==> config.mk <==
export PLATFORM = sky130hd
export DESIGN_NAME = gcn_coo_aggregator
export DESIGN_NICKNAME = d
export VERILOG_FILES = /design/src/rtl/gcn_agg_pkg.sv /design/src/rtl/gcn_argmax_row.sv /design/src/rtl/gcn_coo_aggregator.sv
export SDC_FILE = /design/constraint.sdc
export NUM_CORES = 1
export LEC_CHECK = 0
export BUFFER_PORTS_ARGS = -buffer_cell sky130_fd_sc_hd__buf_2
export CORE_UTILIZATION = 29
export DETAILED_ROUTE_END_ITERATION = 8
export HOLD_SLACK_MARGIN = 0.06
export SYNTH_ARGS = -nofsm -noshare
export SYNTH_HDL_FRONTEND = slang
export SYNTH_HIERARCHICAL = 1
export SYNTH_SLANG_ARGS = --single-unit
export TNS_END_PERCENT = 50
==> constraint.sdc <==
create_clock -name clk -period 27.6 [get_ports clk]
set_clock_uncertainty 0.05 [all_clocks]
set_input_delay 1.38 -clock clk [delete_from_list [all_inputs] [get_ports clk]]
set_output_delay 1.38 -clock clk [all_outputs]
set_load 0.03 [all_outputs]
==> src/rtl/gcn_agg_pkg.sv <==
// Shared types and helpers for the GCN COO aggregation stage.
// FSM state encoding, decoded COO index record and the index decoder.
package gcn_agg_pkg;

    typedef enum logic [2:0] {
        S_IDLE,
        S_INIT,
        S_EDGE_SRC,
        S_EDGE_DST,
        S_ARGMAX,
        S_DONE
    } agg_state_t;

    typedef struct packed {
        logic        ok;
        logic [31:0] idx;
    } coo_idx_t;

    // Base subtract then range check; 0 - 1 wraps high and is rejected.
    function automatic coo_idx_t coo_decode(
        input logic [31:0] raw,
        input logic [31:0] base,
        input logic [31:0] nodes
    );
        coo_idx_t r;
        r.idx = raw - base;
        r.ok  = (r.idx < nodes);
        return r;
    endfunction

endpackage

==> src/rtl/gcn_argmax_row.sv <==
// Combinational argmax over one accumulator row.
// Strict greater-than compare so a tie keeps the lowest lane index.
module gcn_argmax_row #(
    parameter int NUM_CLASSES       = 3,
    parameter int ACC_WIDTH         = 20,
    parameter int MAX_ADDRESS_WIDTH = 2
) (
    input  logic [NUM_CLASSES-1:0][ACC_WIDTH-1:0] lanes,
    output logic [MAX_ADDRESS_WIDTH-1:0]          max_idx
);

    logic [ACC_WIDTH-1:0] best;

    // Linear scan, first maximum wins
    always_comb begin
        best    = lanes[0];
        max_idx = '0;
        for (int i = 1; i < NUM_CLASSES; i++) begin
            if (lanes[i] > best) begin
                best    = lanes[i];
                max_idx = MAX_ADDRESS_WIDTH'(i);
            end
        end
    end

endmodule

==> src/rtl/gcn_coo_aggregator.sv <==
// GCN aggregation: (A + I) * (FM*WM) over a COO edge list, then argmax per node.
// Optional macro GCN_AGG_SATURATE_EN: clamping adds plus sticky sat_flag output.
module gcn_coo_aggregator
    import gcn_agg_pkg::*;
#(
    parameter int NUM_OF_NODES      = 6,
    parameter int NUM_OF_EDGES      = 6,
    parameter int NUM_CLASSES       = 3,
    parameter int DOT_PROD_WIDTH    = 16,
    parameter int ACC_WIDTH         = 20,
    parameter int COO_BW            = (NUM_OF_EDGES > 1) ? $clog2(NUM_OF_EDGES) : 1,
    parameter int NODE_BW           = (NUM_OF_NODES > 1) ? $clog2(NUM_OF_NODES) : 1,
    parameter int MAX_ADDRESS_WIDTH = (NUM_CLASSES > 1) ? $clog2(NUM_CLASSES) : 1,
    parameter int COO_ONE_BASED     = 1
) (
    input  logic                         clk,
    input  logic                         reset,
    input  logic                         start,
    output logic [COO_BW-1:0]            coo_address,
    input  logic [2*COO_BW-1:0]          coo_in,
    output logic [NODE_BW-1:0]           fmwm_address,
    input  logic [DOT_PROD_WIDTH-1:0]    fmwm_row_in [NUM_CLASSES],
    output logic                         done,
    output logic                         index_error,
`ifdef GCN_AGG_SATURATE_EN
    output logic                         sat_flag,
`endif
    output logic [MAX_ADDRESS_WIDTH-1:0] max_addi_answer [NUM_OF_NODES]
);

    typedef logic [NUM_CLASSES-1:0][ACC_WIDTH-1:0] acc_row_t;

    localparam logic [NODE_BW-1:0] LAST_NODE = NODE_BW'(NUM_OF_NODES - 1);
    localparam logic [COO_BW-1:0]  LAST_EDGE = COO_BW'(NUM_OF_EDGES - 1);

    agg_state_t                   state;
    logic [NODE_BW-1:0]           node_cnt;
    acc_row_t                     acc [NUM_OF_NODES];
    coo_idx_t                     src_dec;
    coo_idx_t                     dst_dec;
    logic                         edge_ok;
    logic [NODE_BW-1:0]           src_n;
    logic [NODE_BW-1:0]           dst_n;
    logic [NODE_BW-1:0]           tgt_n;
    acc_row_t                     sum_row;
    logic [MAX_ADDRESS_WIDTH-1:0] arg_idx;
    logic                         unused_hi;
`ifdef GCN_AGG_SATURATE_EN
    logic                         sat_hit;
    logic [ACC_WIDTH:0]           lane_sum;
`endif

    assign src_dec = coo_decode(32'(coo_in[2*COO_BW-1:COO_BW]),
                                32'(COO_ONE_BASED), 32'(NUM_OF_NODES));
    assign dst_dec = coo_decode(32'(coo_in[COO_BW-1:0]),
                                32'(COO_ONE_BASED), 32'(NUM_OF_NODES));
    assign src_n   = src_dec.idx[NODE_BW-1:0];
    assign dst_n   = dst_dec.idx[NODE_BW-1:0];
    assign edge_ok = src_dec.ok & dst_dec.ok;
    assign tgt_n   = (state == S_EDGE_DST) ? dst_n : src_n;
    assign unused_hi = ^{src_dec.idx[31:NODE_BW], dst_dec.idx[31:NODE_BW]};

    // Row address follows the COO entry in the same cycle
    always_comb begin
        fmwm_address = '0;
        case (state)
            S_INIT:     fmwm_address = node_cnt;
            S_EDGE_SRC: fmwm_address = dst_n;
            S_EDGE_DST: fmwm_address = src_n;
            default:    fmwm_address = '0;
        endcase
    end

    // Lane-wise add of the fetched row into the target accumulator
    always_comb begin
        sum_row = acc[tgt_n];
`ifdef GCN_AGG_SATURATE_EN
        sat_hit  = 1'b0;
        lane_sum = '0;
`endif
        for (int c = 0; c < NUM_CLASSES; c++) begin
`ifdef GCN_AGG_SATURATE_EN
            lane_sum = {1'b0, acc[tgt_n][c]}
                     + (ACC_WIDTH + 1)'(fmwm_row_in[c]);
            if (lane_sum[ACC_WIDTH]) begin
                sum_row[c] = '1;
                sat_hit    = 1'b1;
            end else begin
                sum_row[c] = lane_sum[ACC_WIDTH-1:0];
            end
`else
            sum_row[c] = acc[tgt_n][c] + ACC_WIDTH'(fmwm_row_in[c]);
`endif
        end
    end

    gcn_argmax_row #(
        .NUM_CLASSES       (NUM_CLASSES),
        .ACC_WIDTH         (ACC_WIDTH),
        .MAX_ADDRESS_WIDTH (MAX_ADDRESS_WIDTH)
    ) u_argmax (
        .lanes   (acc[node_cnt]),
        .max_idx (arg_idx)
    );

    // Control FSM with accumulator and result storage
    always_ff @(posedge clk) begin
        if (reset) begin
            state       <= S_IDLE;
            node_cnt    <= '0;
            coo_address <= '0;
            done        <= 1'b0;
            index_error <= 1'b0;
`ifdef GCN_AGG_SATURATE_EN
            sat_flag    <= 1'b0;
`endif
            for (int n = 0; n < NUM_OF_NODES; n++) begin
                acc[n]             <= '0;
                max_addi_answer[n] <= '0;
            end
        end else begin
            case (state)
                S_IDLE: begin
                    if (start) begin
                        for (int n = 0; n < NUM_OF_NODES; n++) acc[n] <= '0;
                        index_error <= 1'b0;
`ifdef GCN_AGG_SATURATE_EN
                        sat_flag    <= 1'b0;
`endif
                        done        <= 1'b0;
                        node_cnt    <= '0;
                        coo_address <= '0;
                        state       <= S_INIT;
                    end
                end
                S_INIT: begin
                    for (int c = 0; c < NUM_CLASSES; c++)
                        acc[node_cnt][c] <= ACC_WIDTH'(fmwm_row_in[c]);
                    if (node_cnt == LAST_NODE) begin
                        node_cnt <= '0;
                        state    <= S_EDGE_SRC;
                    end else begin
                        node_cnt <= node_cnt + NODE_BW'(1);
                    end
                end
                S_EDGE_SRC: begin
                    if (edge_ok) acc[src_n] <= sum_row;
                    else         index_error <= 1'b1;
`ifdef GCN_AGG_SATURATE_EN
                    if (edge_ok && sat_hit) sat_flag <= 1'b1;
`endif
                    state <= S_EDGE_DST;
                end
                S_EDGE_DST: begin
                    if (edge_ok) acc[dst_n] <= sum_row;
                    else         index_error <= 1'b1;
`ifdef GCN_AGG_SATURATE_EN
                    if (edge_ok && sat_hit) sat_flag <= 1'b1;
`endif
                    if (coo_address == LAST_EDGE) begin
                        coo_address <= '0;
                        state       <= S_ARGMAX;
                    end else begin
                        coo_address <= coo_address + COO_BW'(1);
                        state       <= S_EDGE_SRC;
                    end
                end
                S_ARGMAX: begin
                    max_addi_answer[node_cnt] <= arg_idx;
                    if (node_cnt == LAST_NODE) begin
                        node_cnt <= '0;
                        state    <= S_DONE;
                    end else begin
                        node_cnt <= node_cnt + NODE_BW'(1);
                    end
                end
                S_DONE: begin
                    done <= 1'b1;
                    if (!start) state <= S_IDLE;
                end
                default: state <= S_IDLE;
            endcase
        end
    end

endmodule
[Word level (Yosys, flattened, before mapping)]
Memory sizes are Yosys's and may differ from the RTL's. A register that Yosys moved wholly into a read port is not among the register bits.
Cells that the tools add are included.
Widths: inputs -> output; s select.
Word-level totals
  bits in writable memories: 360
  bits in registers: 23
  output and inout port bits: 20
  memories kept: 1
  logic and storage cells: 117
  bits of input ports: 57
Memories
  acc: words 6, bits a word 60, rd ports 2, clocked after Yosys merged registers in 1, wr ports 6, line gcn_coo_aggregator.sv:38  | acc_row_t acc [NUM_OF_NODES];
Operators by class
  $add $sub $neg: 7
  equal/unequal tests: 12
  reductions and logical operators: 16
  muxes and demuxes: 56
  order comparisons: 6
  bitwise logic cells: 8
Operators by type and width (count)
  $mux 60: 9
  $reduce_or 60->1: 3
  $lt 32x3->1 const B: 2
  $add 20x16->20: 3
  $mux 3: 14
  $gt 20x20->1: 2
  $mux 1: 22
  $mux 20: 1
  $pmux 3 s6: 1
  $bwmux 12: 1
  $eq 3x3->1 const B: 4
  $pmux 3 s2: 2
  $ne 2x2->1 const B: 5
  $pmux 3 s3: 1
  $reduce_bool 2->1: 4
  $sub 3x1->4 const B: 2
  $add 3x1->3 const B: 2
  $demux 2 s3: 1
  $eq 3x2->1 const B: 2
  $or 1x1->1: 6
  $reduce_and 2->1: 3
  $ge 4x4->1 const B: 1
  $lt 4x1->1 const B: 1
  $mux 2: 2
  9 further kinds: 11

[Depth between registers and ports, before layout]
Gate-level depths: netlist (run 1).
  word-level depth: 10
  gate-level depth with buffers: 22
  gate-level depth less buffers: 19

[By module]
Netlist (run 1), hierarchy kept.
Modules (own cells, without submodules)
  gcn_coo_aggregator: times used 1, area an instance 27772.9 um^2, cells an instance 2116
  gcn_argmax_row: times used 1, area an instance 1153.6 um^2, cells an instance 144

[Worst setup path after synthesis (run 1)]
No wires, ideal clock.
  path type: input to register
  start point: input port coo_in[3]
  end point: memory acc[7][0] in the netlist's numbering (enable)
  path buffers: 0
  required time: 26.903 ns
  stages: 7
  arrival: 8.878 ns
  setup slack: 18.025 ns
  setup time: 0.647 ns
  cell sequence: inv_1 ha_1 inv_1 a211oi_1 o211ai_1 mux2i_1 nor4b_1
RTL lines
  from (decl): line gcn_coo_aggregator.sv:20  | input logic [2*COO_BW-1:0] coo_in,
  to (decl): line gcn_coo_aggregator.sv:38

==> summary.md, run 1 <==
| Metric | Value |
|---|---|
| Worst path required time | ~28 ns |
| Detailed-route wire length per cell | between 20 and 25 µm |
| Root buf cell | clkbuf_16 |
| Maximum clock frequency | around 0.13 GHz |
| Largest family of logic cells by synthesized area | multiplexers |
| CP max FO | ~50 |
| Hold WS | around 0.41 ns |
| Share of total power in sequential cells | a little over two fifths |
| Vias per inst | approximately 5.3 |
| CP Data Arrival Time | around 8.1 ns |
| Switch Pwr | 560 µW |
| Final Hold Viols | 0 |
| Final Slew Violations | 0 |
| Setup TNS | 0 ns |
| Status | complete, no violations |
| IO Pins | 77 |
| Post-CTS Hold Fix Bufs | 0 |
| Initial DRC Count | 1,762 |
| Gr ovfl total | 0 |
| Synthesized-area fraction occupied by adder cells | approximately 4.1% |
| Layout cell share with drive strength beyond 1 | 22.4% |
| Post-Syn Nets | 2,410 |
| Clock group share of total power | between 30% and 40% |
| Nets | ~2,400 |
| Int Pwr | approximately 1500 µW |
| Cell mode on critical path | a21oi_1 |
| Post-cts resize count | 0 |
| Maxcap violations | 0 |
| Pre-CTS setup slack | 20.12 ns |
| Post-CTS Repair Setup Buffers | 0 |
| CTS tree | built |
| Top_reg_cell synth | edfxtp_1 |
| Count of cell types in the netlist | just over 70 |
| CP Cell Sequence | buf_4 -> buf_4 -> mux4_2 -> mux2_2 -> ha_1 -> a21o_1 -> a21oi_1 -> nor2b_1 -> a2111oi_0 -> a22o_2 -> mux2i_1 -> ha_1 -> a21o_1 -> a21oi_1 -> a21boi_0 -> o41ai_1 -> a21oi_1 -> buf_4 -> nor2_1 -> nand3_1 -> a21oi_1 |
| DIE HEIGHT | 318 µm |
| Largest net degree at the start of global routing | 94 |
| Post-Synth XOR/XNOR Area | around 1.5% |
| Slew margin rel. | approximately a quarter |
| Mapped Cells | around 2,300 |
| # rows | 115 |
| CTS Sinks | between 500 and 600 |
| IO buf count | 76 |
| Worst setup SP type | flip-flop |
| Synth Register Bits | approximately 500 |
| Max VDD drop | slightly above 0.06 mV |
| DRC violation count after routing | 0 |
| TritonRoute pass-1 iters | 5 |
| Tightest Pin Transition | 1.14 ns |
| PwrDens | roughly 63 nW/µm² |
| Post-synthesis sequential area ratio | about half |
| Critical path class | reg2reg |
| Die Area | 101,000 µm² |
| FILL cells | ~9,600 |
| Final worst slack | approximately 20 ns |
| Final ANT Viol Nets | 0 |
| Finished Layout Cells | roughly 3,600 |
| Cell with the largest stage delay on the worst path | buf_4 |
| Vias in the first global route | approximately 20,000 |
| Commonest cells after routing, fill and taps aside | 480 x edfxtp_1, 455 x nor2_1, 229 x mux4_2, 216 x nand2_1, 91 x inv_1 |
| Initial antenna violation count | 6 |
| Initial Util | 29.3% |
| Setup Viol. Count Final | 0 |
| Max clock buf depth | 3 |
| Commonest non-fill, non-tap cell in the layout | edfxtp_1 |
| Layout area overhead | 12.7% |
| Worst Hold Class | reg2reg |
| Yosys warning count | 6 |
| Total wire length | approximately 85,000 µm |
| FFs w/ async S/R, synth | 0% |
| Core Region | between 90,000 and 100,000 µm² |
| Worst-Skew Late Latency | a little over 0.6 ns |
| Dpl hpwl | roughly 50,000 µm |
| GPL Wtd Cong | between 0.8 and 0.9 |
| All-Layer GR Usage | between 15 and 20% |
| Comb pwr share | between 10% and 20% |
| First-pass GRT wire length | between 100,000 and 150,000 µm |
| Final Critical Period | ~7.6 ns |
| Pwr Total | roughly 2000 µW |
| Post-synthesis average cell area | 12.8 µm² |
| Routed via count | ~19,000 |
| Cell Area, Synth | 28,900 µm² |
| Compound-Gate Fraction of Synth Area | under 10% |
| Synth Area in Simple Gates | roughly an eighth |
| Cells after DPL | about 3,500 |
| EDFF count, synth | 480 |
| CP max stage delay | 0.77 ns |
| CTS Buf Count | 56 |
| Net Sw Frac | 27.3% |
| RSZ-0062 raised after global routing | no |
| Flop-to-flop setup slack | 20.03 ns |
| Critical Path End Type | flip-flop |
| Leakage | about 0.012 µW |
| Clk slew on worst S/H paths | around 0.060 ns |
| Die width | ~320 µm |
| H-tree depth | 2 |
| Crit share post-route | 27.4% |
| Mux cell area share after synthesis | 23.0% |
worst paths after layout:
kind | startpoint | to | depth (start not counted)
worst min register to register | max_addi_answer[9] | max_addi_answer[9] | 2
worst max-delay path | flip-flop | max_addi_answer[10] | 21
worst max register to register | flip-flop | max_addi_answer[10] | 21
worst min-delay path | max_addi_answer[9] | max_addi_answer[9] | 2
per-stage QoR:
step	area (µm²)	utilization, %
after floorplan	28900	-
after global placement	30700	31.2
after detailed placement	30700	31.2
after CTS	32600	33.1
after global routing	32600	33.1
final	32600	33.1
cell type report:
class / count / area (µm²) / area share [%]
Sequential cell: 506 / 14900 / 45.8
Clock buffer: 68 / 1470 / 4.50
Clock inverter: 34 / 405 / 1.24
Antenna cell: 3 / 7.51 / 0.0230
Multi-Input combinational cell: 1532 / 13200 / 40.4
Timing Repair Buffer: 107 / 651 / 2.00
Tap cell: 1287 / 1610 / 4.94
Inverter: 91 / 342 / 1.05
cell usage after synthesis, types with 4 or more instances:
master      n  area (µm²)
nor3_1     30         150
edfxtp_1  480       14400
a211oi_1   13        97.6
o211ai_1    7        52.6
nor2_1    455        1710
mux4_2    229        5160
xnor2_1    24         210
nor2b_1    10        62.6
buf_6       4        45.0
clkbuf_1   82         308
ha_1       90        1130
buf_1      17        63.8
or2_2       4        25.0
a21oi_1    81         405
buf_2      24         120
xor2_1     18         158
xor2_2      4        65.1
mux2i_1    63         631
mux2_2     61         687
and3_1      9        56.3
o21bai_1    7        52.6
a22oi_1     7        52.6
o21a_1     10        75.1
a311oi_1    4        35.0
nand3_1    39         195
a31oi_1    12        75.1
mux2i_4     6         135
nand4_1    12        75.1
or3_1       4        25.0
dfxtp_1    26         521
o31a_1      6        52.6
inv_1      91         342
a21o_1     17         128
o21ai_0    26         130
a21boi_0    4        30.0
nand2_1   224         841
registers in the layout, indices dropped and copies added (netlist names), named ones only:
register and cells:
acc 480, max_addi_answer 12, coo_address 3, node_cnt 3
state 3, done 1, index_error 1
cells by family after synthesis:
group,after synthesis
compound gates,219
xor+xnor,46
fa+ha+maj,93
buf+inv,222
flops,506
mux,362
simple gates,812
power groups by stage:
| stage | Sequential (µW) | Clock [µW] | Combinational [µW] |
|---|---|---|---|
| 2_1_floorplan | 902 | 0 | 273 |
| 3_3_place_gp | 909 | 0 | 369 |
| 3_5_place_dp | 910 | 0 | 371 |
| 4_1_cts | 894 | 789 | 374 |
| 5_1_grt | 898 | 820 | 408 |
| 6_report | 894 | 780 | 374 |
per-layer routing:
layer | wire (µm) | vias to the layer above | track usage [%]
met3 | 6000 | 118 | 2.77
met1 | 36000 | 9899 | 22.7
met5 | 32 | - | 0
li1 | - | 8573 | -
met2 | 40900 | 696 | 27.7
met4 | 1600 | 4 | 3.61
critical path, delay by kind of cell (launching register included):
kind / cells / cell delay (ns)
buffers and inverters: 3 / 1.72
AO/OA/AOI/OAI: 10 / 2.54
flip-flops: 1 / 0.60
multiplexers: 3 / 1.00
adder cells (fa/ha/maj): 2 / 0.57
AND/OR/NAND/NOR: 3 / 0.91
No activity file was read; power rests on OpenSTA's default activity.
==> run 2, diff against run 1 <==
==> constraint.sdc (replaced) <==
create_clock -name clk -period 6.6 [get_ports clk]
set_clock_uncertainty 0.05 [all_clocks]
set_input_delay 0.33 -clock clk [delete_from_list [all_inputs] [get_ports clk]]
set_output_delay 0.33 -clock clk [all_outputs]
set_load 0.03 [all_outputs]
==> run 2 against run 1 <==
  * Global-route usage is 0.16 points higher
  * Sequential power grew to 4.2 times the previous value
  * Routed wire length is 1.3% higher
  * Critical endpoint unchanged
  * Non-clock buffer count is 51 higher
  * Die area stayed put
  * Core utilization is 0.40 points higher
  * Cell area is 1.2% higher
  * Via count is 0.81% higher
  * Setup slack worse by 19 ns
  * Cell count is 1.3% higher
  * Maximum frequency is 30% higher
  * Highest routed layer unchanged
==> summary.md, run 2 (same netlist as run 1, synthesis figures left out) <==
| Metric | Value |
|---|---|
| IO Pins | 77 (unchanged) |
| First-pass GRT wire length | 128,000 µm (was 126,000 µm) |
| Final worst slack | 0.779 ns (was 20.03 ns) |
| WP buf/inv | 3 (unchanged) |
| Core Region | 98,600 µm² (unchanged) |
| H-tree depth | 2 (unchanged) |
| Maxcap violations | 0 (unchanged) |
| Most flops, register | acc (unchanged) |
| Leakage | 0.0125 µW (was 0.0122 µW) |
| CP max stage delay | 0.56 ns (was 0.77 ns) |
| Max clock buf depth | 3 (unchanged) |
| Post-CTS Repair Setup Buffers | 0 (unchanged) |
| Detailed-route wire length per cell | 23.3 µm (about the same) |
| TritonRoute pass-1 iters | 6 (was 5) |
| Final Slew Violations | 0 (unchanged) |
| Pre-CTS setup slack | 0.730 ns (was 20.12 ns) |
| Vias in the first global route | 19,900 (was 19,700) |
| Die width | 318 µm (unchanged) |
| Final ANT Viol Nets | 0 (unchanged) |
| CP Data Arrival Time | 6.31 ns (was 8.08 ns) |
| Critical Path End Type | flip-flop (unchanged) |
| Largest net degree at the start of global routing | 81 (was 94) |
| Crit share post-route | 88.2% (was 27.4%) |
| Initial Util | 29.3% (unchanged) |
| Cell with the largest stage delay on the worst path | mux4_2 (was buf_4) |
| Clk slew on worst S/H paths | 0.06 ns (about the same) |
| Tightest Pin Transition | 1.11 ns (was 1.14 ns) |
| Vias per inst | 5.29 (was 5.32) |
| Setup TNS | 0 ns (unchanged) |
| Total wire length | 85,700 µm (was 84,500 µm) |
| GPL Wtd Cong | 0.831 (was 0.816) |
| Initial antenna violation count | 7 (was 6) |
| Post-CTS Hold Fix Bufs | 0 (unchanged) |
| Worst Hold Class | in2reg (was reg2reg) |
| Status | complete, no violations (unchanged) |
| Initial DRC Count | 1,592 (was 1,762) |
| Commonest non-fill, non-tap cell in the layout | edfxtp_1 (unchanged) |
| CP Cell Sequence | buf_4 -> mux4_2 -> mux2_2 -> ha_1 -> a21oi_1 -> o21ai_0 -> a2111oi_0 -> a22o_2 -> buf_4 -> mux2i_1 -> ha_1 -> a21o_1 -> nand3_1 -> a21oi_1 -> a211oi_1 -> a21oi_1 -> buf_4 -> nor2_1 -> nand3_1 -> a21oi_1 (was buf_4 -> buf_4 -> mux4_2 -> mux2_2 -> ha_1 -> a21o_1 -> a21oi_1 -> nor2b_1 -> a2111oi_0 -> a22o_2 -> mux2i_1 -> ha_1 -> a21o_1 -> a21oi_1 -> a21boi_0 -> o41ai_1 -> a21oi_1 -> buf_4 -> nor2_1 -> nand3_1 -> a21oi_1) |
| CTS Sinks | 506 (unchanged) |
| Worst path required time | 7.08 ns (was 28.10 ns) |
| Layout area overhead | 14.1% (was 12.7%) |
| Slew margin rel. | 25.2% (was 24.1%) |
| Commonest cells after routing, fill and taps aside | 480 x edfxtp_1, 455 x nor2_1, 229 x mux4_2, 216 x nand2_1, 91 x inv_1 (unchanged) |
| Max reg flops | 480 (unchanged) |
| DRC violation count after routing | 0 (unchanged) |
| Max VDD drop | 0.187 mV (was 0.0622 mV) |
| Gr ovfl total | 0 (unchanged) |
| CP max FO | 19 (was 49) |
| Final Critical Period | 5.82 ns (was 7.57 ns) |
| RSZ-0062 raised after global routing | no (unchanged) |
| Cell family with the largest share of critical-path delay | compound AO/OA/AOI/OAI gates (unchanged) |
| Post-cts resize count | 0 (unchanged) |
| Setup Viol. Count Final | 0 (unchanged) |
| Layout cell share with drive strength beyond 1 | 23.9% (was 22.4%) |
| Nets | 2,496 (was 2,444) |
| Worst-Skew Late Latency | 0.61 ns (was 0.62 ns) |
| Root buf cell | clkbuf_16 (unchanged) |
| Final Hold Viols | 0 (unchanged) |
| DIE HEIGHT | 318 µm (unchanged) |
| Top flop regs | acc x480, max_addi_answer x12 (unchanged) |
| # rows | 115 (unchanged) |
| Maximum clock frequency | 0.172 GHz (was 0.132 GHz) |
| Dpl hpwl | 54,500 µm (was 49,900 µm) |
| Worst setup SP type | flip-flop (unchanged) |
| Critical path class | reg2reg (unchanged) |
| IO buf count | 76 (unchanged) |
| PwrDens | 255 nW/µm² (was 62.8 nW/µm²) |
| Die Area | 101,000 µm² (unchanged) |
| Routed via count | 19,400 (was 19,300) |
| CTS tree | built (unchanged) |
| CTS Buf Count | 57 (was 56) |
| Cell mode on critical path | a21oi_1 (unchanged) |
| All-Layer GR Usage | 16.8% (was 16.6%) |
==> run 2: changes by cell type in the layout (fill, tap and decap cells not counted), sizes merged <==
cell      previous run  this run
inv                 94        91
clkbuf              68        76
clkinv              20        18
bufinv               9         4
buf                107       158
diode                3         1
clkinvlp             2         1
==> run 2: final timing paths <==
| path | cells past startpoint | startpoint | end | slack [ns] |
|---|---|---|---|---|
| setup reg to reg | 20 | flip-flop | max_addi_answer[10] | 0.78 |
| hold / removal | 4 | start | state[2] | 0.1 |
| hold reg to reg | 2 | max_addi_answer[9] | max_addi_answer[9] | 0.42 |
| setup / recovery | 20 | flip-flop | max_addi_answer[10] | 0.78 |
==> run 2: routing by layer <==
metal	up-vias	global-route usage (%)	part of all wire (%)
met5	-	0	0.042
met4	6	4.89	2.6
met3	130	2.10	6.6
met2	711	28.4	49
met1	9927	22.5	42
li1	8672	-	-
==> run 2: worst min-delay path, cell delays in order <==
cell	delay (ns)
buf_2	0.13
nand2b_1	0.11
a31oi_1	0.07
nor2_1	0.07
==> run 2: through the flow <==
| stage | total power (µW) | area (µm²) | instances | hold WS, ns | utilization, % |
|---|---|---|---|---|---|
| 4_1_cts | 8450 | 33000 | 3673 | 0.0706 | 33.5 |
| 5_1_grt | 8720 | 33000 | 3673 | 0.122 | 33.5 |
| 2_1_floorplan | 4910 | 28900 | 2260 | 0.526 | - |
| 3_3_place_gp | 5410 | 31300 | 3574 | 0.413 | 31.7 |
| 6_report | 8430 | 33000 | 3674 | 0.0961 | 33.5 |
| 3_5_place_dp | 5430 | 31300 | 3574 | 0.404 | 31.7 |
==> run 2: report_power, final <==
part / total [µW] / switching [µW] / internal [µW]
Combinational: 1640 / 954 / 683
Sequential: 3730 / 73.0 / 3660
Clock: 3060 / 1290 / 1770
Total: 8430 / 2320 / 6110
==> run 2: cell type report <==
cell class / count / area [µm²]
diodes: 1 / 2.50
clock buffers: 76 / 1530
clock inverters: 23 / 210
fillers: 9571 / 65600
inverters: 91 / 342
multi-input cells: 1532 / 13200
flip-flops and latches: 506 / 14900
well taps: 1287 / 1610
repair buffers: 158 / 1170
